==> config.mk <==
export PLATFORM = sky130hd
export DESIGN_NAME = pipe_ctrl
export DESIGN_NICKNAME = d
export VERILOG_FILES = /design/src/rtl/pipe_ctrl.sv
export SDC_FILE = /design/constraint.sdc
export NUM_CORES = 1
export LEC_CHECK = 0
export CAP_MARGIN = 20
export CORE_MARGIN = 5
export CORE_UTILIZATION = 33
export DETAILED_ROUTE_END_ITERATION = 8
export PLACE_DENSITY_LB_ADDON = 0.1
export SYNTH_ARGS = -nofsm -noshare
export SYNTH_HDL_FRONTEND = slang
export SYNTH_SLANG_ARGS = --single-unit
==> constraint.sdc <==
create_clock -name clk_i -period 2.74 [get_ports clk_i]
set_input_delay 0.411 -clock clk_i [delete_from_list [all_inputs] [get_ports clk_i]]
set_output_delay 0.411 -clock clk_i [all_outputs]
set_load 0.005 [all_outputs]
==> src/rtl/pipe_ctrl.sv <==
// pipe_ctrl: pipeline sequencer for load-use stalls, branch flushes, DMEM wait states and reset scrub.
// Optional performance counters are built only when PIPE_CTRL_PERF_CNT_EN is defined.
module pipe_ctrl #(
    parameter int DMEM_TIMEOUT = 15,
    parameter int INIT_CYCLES  = 2
) (
    input  logic        clk_i,
    input  logic        rst_i,
    input  logic [4:0]  id_rs1_addr_i,
    input  logic [4:0]  id_rs2_addr_i,
    input  logic        id_rs1_used_i,
    input  logic        id_rs2_used_i,
    input  logic [4:0]  ex_rd_addr_i,
    input  logic        ex_mem_to_reg_i,
    input  logic        mem_branch_i,
    input  logic        mem_zero_i,
    input  logic        mem_access_i,
    input  logic        dmem_ack_i,
    output logic        dmem_req_o,
    output logic        pc_en_o,
    output logic        pc_sel_o,
    output logic        if_id_en_o,
    output logic        id_ex_en_o,
    output logic        ex_mem_en_o,
    output logic        mem_wb_en_o,
    output logic        if_id_flush_o,
    output logic        id_ex_flush_o,
    output logic        ex_mem_flush_o,
    output logic        timeout_err_o,
    output logic [31:0] stall_cnt_o,
    output logic [31:0] flush_cnt_o
);

    localparam int CNT_MAX = (DMEM_TIMEOUT > INIT_CYCLES) ? DMEM_TIMEOUT : INIT_CYCLES;
    localparam int CNT_W   = $clog2(CNT_MAX + 1);

    typedef enum logic [1:0] {
        ST_INIT,
        ST_RUN,
        ST_DMEM_WAIT
    } state_t;

    state_t           state;
    state_t           next_state;
    logic [CNT_W-1:0] cnt;
    logic [CNT_W-1:0] cnt_next;

    logic load_use;
    logic branch_taken;
    logic mem_stall;
    logic at_timeout;
    logic forced_release;
    logic run_rules;
    logic branch_flush;

    // rd = x0 is never a real producer, so it cannot create a load-use hazard.
    assign load_use = ex_mem_to_reg_i && (ex_rd_addr_i != 5'd0) &&
                      ((id_rs1_used_i && (id_rs1_addr_i == ex_rd_addr_i)) ||
                       (id_rs2_used_i && (id_rs2_addr_i == ex_rd_addr_i)));

    assign branch_taken   = mem_branch_i && mem_zero_i;
    assign mem_stall      = mem_access_i && !dmem_ack_i;
    assign at_timeout     = (cnt == CNT_W'(DMEM_TIMEOUT));
    assign forced_release = (state == ST_DMEM_WAIT) && !dmem_ack_i && at_timeout;

    always_ff @(posedge clk_i or negedge rst_i) begin
        if (!rst_i) begin
            state <= ST_INIT;
            cnt   <= '0;
        end else begin
            state <= next_state;
            cnt   <= cnt_next;
        end
    end

    always_comb begin
        next_state     = state;
        cnt_next       = cnt;
        run_rules      = 1'b0;
        branch_flush   = 1'b0;
        dmem_req_o     = 1'b0;
        pc_en_o        = 1'b1;
        pc_sel_o       = 1'b0;
        if_id_en_o     = 1'b1;
        id_ex_en_o     = 1'b1;
        ex_mem_en_o    = 1'b1;
        mem_wb_en_o    = 1'b1;
        if_id_flush_o  = 1'b0;
        id_ex_flush_o  = 1'b0;
        ex_mem_flush_o = 1'b0;

        case (state)
            ST_INIT: begin
                pc_en_o        = 1'b0;
                if_id_flush_o  = 1'b1;
                id_ex_flush_o  = 1'b1;
                ex_mem_flush_o = 1'b1;
                if (cnt == CNT_W'(INIT_CYCLES - 1)) begin
                    cnt_next   = '0;
                    next_state = ST_RUN;
                end else begin
                    cnt_next = cnt + CNT_W'(1);
                end
            end
            ST_RUN: begin
                dmem_req_o = mem_access_i;
                if (mem_stall) begin
                    pc_en_o     = 1'b0;
                    if_id_en_o  = 1'b0;
                    id_ex_en_o  = 1'b0;
                    ex_mem_en_o = 1'b0;
                    mem_wb_en_o = 1'b0;
                    cnt_next    = CNT_W'(1);
                    next_state  = ST_DMEM_WAIT;
                end else begin
                    run_rules = 1'b1;
                end
            end
            ST_DMEM_WAIT: begin
                dmem_req_o = 1'b1;
                // Ack wins over a simultaneous timeout; either way the release cycle behaves like RUN.
                if (dmem_ack_i || at_timeout) begin
                    run_rules  = 1'b1;
                    cnt_next   = '0;
                    next_state = ST_RUN;
                end else begin
                    pc_en_o     = 1'b0;
                    if_id_en_o  = 1'b0;
                    id_ex_en_o  = 1'b0;
                    ex_mem_en_o = 1'b0;
                    mem_wb_en_o = 1'b0;
                    cnt_next    = cnt + CNT_W'(1);
                end
            end
            default: begin
                next_state = ST_INIT;
                cnt_next   = '0;
            end
        endcase

        if (run_rules) begin
            if (branch_taken) begin
                pc_sel_o       = 1'b1;
                if_id_flush_o  = 1'b1;
                id_ex_flush_o  = 1'b1;
                ex_mem_flush_o = 1'b1;
                branch_flush   = 1'b1;
            end else if (load_use) begin
                pc_en_o       = 1'b0;
                if_id_en_o    = 1'b0;
                id_ex_flush_o = 1'b1;
            end
        end
    end

    always_ff @(posedge clk_i or negedge rst_i) begin
        if (!rst_i) begin
            timeout_err_o <= 1'b0;
        end else if (forced_release) begin
            timeout_err_o <= 1'b1;
        end
    end

`ifdef PIPE_CTRL_PERF_CNT_EN
    logic [31:0] stall_cnt;
    logic [31:0] flush_cnt;

    // Scrub cycles are not stalls, so INIT is excluded from the stall count.
    always_ff @(posedge clk_i or negedge rst_i) begin
        if (!rst_i) begin
            stall_cnt <= '0;
            flush_cnt <= '0;
        end else begin
            if ((state != ST_INIT) && !pc_en_o) begin
                stall_cnt <= stall_cnt + 32'd1;
            end
            if (branch_flush) begin
                flush_cnt <= flush_cnt + 32'd1;
            end
        end
    end

    assign stall_cnt_o = stall_cnt;
    assign flush_cnt_o = flush_cnt;
`else
    assign stall_cnt_o = 32'd0;
    assign flush_cnt_o = 32'd0;
`endif

endmodule

# Word-level counts from Yosys, hierarchy flattened
# Cells that the tools add are included.
word_totals:
  reg_bits: 7
  input_bits: 24
  output_inout_bits: 75
  wordCells: 55
op_classes:
  addsub: 1
  eq_ne: 9
  muxes: 28
  reduce_logical: 14
op_table:
  columns: ["operator", "n"]
  rows:
  - ["2-to-1 mux 1 bit", 16]
  - ["2-to-1 mux 4 bit", 3]
  - ["one-hot mux 4 bit (3 select lines)", 1]
  - ["equality test 5 bit", 2]
  - ["logical AND 1 bit", 8]
  - ["2-to-1 mux 2 bit", 3]
  - ["one-hot mux 1 bit (2 select lines)", 3]
  - ["one-hot mux 2 bit (3 select lines)", 1]
  - ["nonzero test 5 bit", 1]
  - ["adder 4 x 1 -> 4 bit, second input constant", 1]
  - ["equality test 4 x 1 -> 1 bit, second input constant", 1]
  - ["equality test 4 bit, second input constant", 1]
  - ["!= test 2 bit, second input constant", 2]
  - ["one-hot mux 1 bit (3 select lines)", 1]
  - ["AND reduction 3 bit", 1]
  - ["equality test 2 x 1 -> 1 bit, second input constant", 1]
  - ["equality test 2 bit, second input constant", 1]
  - ["logical NOT 2 bit", 1]
  - ["logical OR 1 bit", 2]
  - ["!= test 2 x 1 -> 1 bit, second input constant", 1]
  - ["logical NOT 1 bit", 1]

# Depth between registers and ports, before layout
depth:
  word_depth: 7
  ltp_mapped: 6
  ltp_nobuf: 6

# Worst setup path before layout
# Ideal clock, no wire load.
synth_timing:
  path_type: "register -> output"
  startpoint: "reg cnt[0]"
  endpoint: "out if_id_flush_o"
  arrival_ns: 1.724
  required_ns: 2.329
  path_slack_ns: 0.605
  path_stages_with_launch: 7
  path_buffers: 1
  path_cell_list: "dfrtp_1 ha_1 and3_1 o21ai_0 a211oi_1 or2_2 buf_4"
synth_between:
  elab_chain_cells: 5
synth_rtl:
  columns: ["element", "line", "rtl"]
  rows:
  - ["start, declared", "45", "logic [CNT_W-1:0] cnt;"]
  - ["start signal, assigned", "72", "cnt <= cnt_next;"]
  - ["equality test 4 bit", "63", "assign at_timeout = (cnt == CNT_W'(DMEM_TIMEOUT));"]
  - ["logical OR 1 bit", "122", "if (dmem_ack_i || at_timeout) begin"]
  - ["2-to-1 mux 1 bit", "122", null]
  - ["one-hot mux 1 bit (2 select lines)", "92", "case (state)"]
  - ["2-to-1 mux 1 bit", null, null]
  - ["end, declared", "26", "output logic if_id_flush_o,"]
# Every way passes these cells.

# Worst setup path in the final report
layout_timing:
  startpoint: "reg cnt[1]"
  endpoint: "out ex_mem_flush_o"
layout_between:
  elab_chain_cells: 5
layout_rtl:
  columns: ["element", "line", "rtl"]
  rows:
  - ["equality test 4 bit", "63", null]
  - ["logical OR 1 bit", "122", null]
  - ["2-to-1 mux 1 bit", "122", null]
  - ["one-hot mux 1 bit (2 select lines)", "92", null]
  - ["2-to-1 mux 1 bit", "141", "if (run_rules) begin"]
  - ["end, declared", "28", "output logic ex_mem_flush_o,"]
# Every way passes these cells.

==> summary.md <==
| Metric | Value |
|---|---|
| Status | `finished, final reports clean` |
| Largest net degree at the start of global routing | `9` |
| Hold Path Class | `in -> async` |
| Vias in the first global route | `896` |
| GPL Wtd Cong | `0.732` |
| Worst-path clk slew | `0.04 ns` |
| I/O pins | `99` |
| Critical path class | `reg -> out` |
| Post-synth cell types | `37` |
| Dominant synthesized flop cell | `dfrtp_1` |
| # diodes | `0` |
| CP required | `2.33 ns` |
| Total grt overflow | `0` |
| WHS | `0.454 ns` |
| FF+latch count, synth | `7` |
| Commonest non-fill, non-tap cell in the layout | `conb_1` |
| Clock buffers created by TritonCTS | `3` |
| Die X | `70.7 um` |
| Die area | `0.00500 sq mm` |
| Starting DRT DRC Count | `51` |
| Root buffer cell | `clkbuf_8` |
| Routed WL | `2490 um` |
| Initial antenna violation count | `0` |
| CTS tree | `built` |
| Clock Tree Buf Depth | `2` |
| Sequential area share after synthesis | `14.4%` |
| Cells on worst reg2reg path | `6` |
| Reg2reg start | `cnt[0]$_DFFE_PN0N_` |
| Syn Area/Cell | `8.39 sq um` |
| I/O Buffers | `34` |
| Drt pass-1 iters | `4` |
| Period minus WS final | `2.57 ns` |
| Worst Path Arrival | `2.16 ns` |
| YS warnings | `0` |
| Tcrit/Tclk final | `93.8%` |
| Starting Density | `33.7%` |
| Layout net count | `217` |
| Netlist Area Pre-Place | `0.00122 sq mm` |
| Hold buffers post-CTS | `0` |
| Pwr Density | `741 mW/mm^2` |
| Final hold violations | `0` |
| Clk_skew | `0.000308 ns` |
| Leakage | `0.000707 uW` |
| CTS Sinks | `7` |
| DRT antenna net count | `0` |
| Maximum vdd drop | `0.314 mV` |
| FP Rows | `22` |
| GRT Total Usage | `9.38%` |
| Routed vias/inst | `3.82` |
| Commonest non-fill, non-tap cells in the layout | `conb_1, clkdlybuf4s50_1, xnor2_1` |
| Setup tns final | `0 ns` |
| Endpoints failing setup | `0` |
| Post-DP Area | `0.00140 sq mm` |
| R2r endpoint | `state[1]$_DFFE_PN0P_` |
| # Max-Cap Violations | `0` |
| Die Y | `70.7 um` |
| DR vias | `889` |
| Design area | `0.00145 sq mm` |
| Post-Synthesis Cells | `145` |
| RSZ-0062 raised after global routing | `no` |
| Power Total | `1080 uW` |
| Detailed Place HPWL | `2270 um` |
| CP startpoint kind | `flip-flop` |
| Fmax achieved | `0.389 GHz` |
| Synthesis-to-finish area growth | `19.4%` |
| Routed WL per cell | `10.7 um` |
| Layout cells sized above 1 | `9.73%` |
| Filler cells | `379` |
| H-Tree Depth | `1` |
| Slew Viols, Final | `0` |
| Post-synth ARST share | `100%` |
| Flop-to-flop setup slack | `1.03 ns` |
| Core Area | `0.00361 sq mm` |
| CP Capture Type | `primary output` |
| Skew-Pair Late Insertion Delay | `0.23 ns` |
| Number of synthesized flops with an enable pin | `0` |
| Worst-path fanout max | `4` |
| DRC viols | `0` |
| First-pass GRT wire length | `3790 um` |
-- kinds of logic (layout without fill, tap and decap cells) --
group,after synthesis,count (layout),synth area share [%]
buf+inv,72,49,42.9
simple gates,25,25,11.8
compound gates,20,20,13.5
xor+xnor,10,10,7.20
fa+ha+maj,7,7,7.20
flops,7,7,14.4
mux,3,3,2.67
other cells,1,64,0.308
-- layout make-up --
| cell class | instances | area (sq um) | share of cell area [%] |
|---|---|---|---|
| inverter | 4 | 15.0 | 1.03 |
| timing repair buffer | 41 | 389 | 26.8 |
| multi-input combinational | 129 | 768 | 52.9 |
| tap | 48 | 60.1 | 4.13 |
| sequential | 7 | 175 | 12.1 |
| clock buffer | 4 | 45.0 | 3.10 |
-- sequential cells by signal (all words and copies together), names as in the netlist --
register,cells
cnt,4
state,2
timeout_err_o,1
-- per-layer routing --
metal  global-route usage [%]  routed length, um
met1                     11.5                953
met2                     13.7               1140
met3                     4.97                356
met4                     3.76                 30
met5                        0                  0
-- synthesized netlist by cell type (2+ instances only) --
cell	count	area, sq um
dfrtp_1	7	175
inv_1	4	15.0
mux2_2	2	22.5
nand3_1	2	10.0
o21bai_1	3	22.5
nand4_1	2	12.5
buf_4	67	503
nand2_1	5	18.8
and2_1	2	12.5
and3_1	3	18.8
ha_1	7	87.6
o31ai_1	2	15.0
nand2b_1	2	12.5
nor2_1	3	11.3
xnor2_1	10	87.6
a21oi_1	3	15.0
-- worst max-delay path by stage --
stage                  startpoint              to
2_1_floorplan  cnt[0]$_DFFE_PN0N_   if_id_flush_o
3_3_place_gp      ex_rd_addr_i[1]         pc_en_o
3_5_place_dp      ex_rd_addr_i[1]         pc_en_o
4_1_cts        cnt[1]$_DFFE_PN0N_  ex_mem_flush_o
5_1_grt        cnt[1]$_DFFE_PN0N_   if_id_flush_o
6_report       cnt[1]$_DFFE_PN0N_  ex_mem_flush_o
-- critical path, cell delays in order, from the launching register on --
cell and delay [ns]:
dfrtp_1 0.36, ha_2 0.22, and3_4 0.22, o21ai_1 0.06, buf_4 0.15, a211oi_2 0.26
or2_2 0.17, clkdlybuf4s50_1 0.50
-- what timing repair did --
item,CTS,global route
cloned,0,0
setup buffers,0,0
setup endpoints to repair,5,2
resized for setup,4,3
-- through the flow --
stage | cells | worst slack (ns) | utilization [%]
after floorplan | 208 | 0.605 | -
after detailed placement | 229 | -0.101 | 38.8
after CTS | 233 | 0.0659 | 40.1
after global placement | 229 | -0.0709 | 38.8
final | 233 | 0.171 | 40.3
after global routing | 233 | 0.0322 | 40.3
-- report_power, final --
| part | switching (uW) | internal, uW | leakage [uW] |
|---|---|---|---|
| registers | 31.5 | 139 | 0.0000915 |
| clock network | 44.8 | 101 | 0.0000228 |
| logic | 353 | 408 | 0.000593 |
| total | 429 | 648 | 0.000707 |
Power figures use the tool's default switching activity.
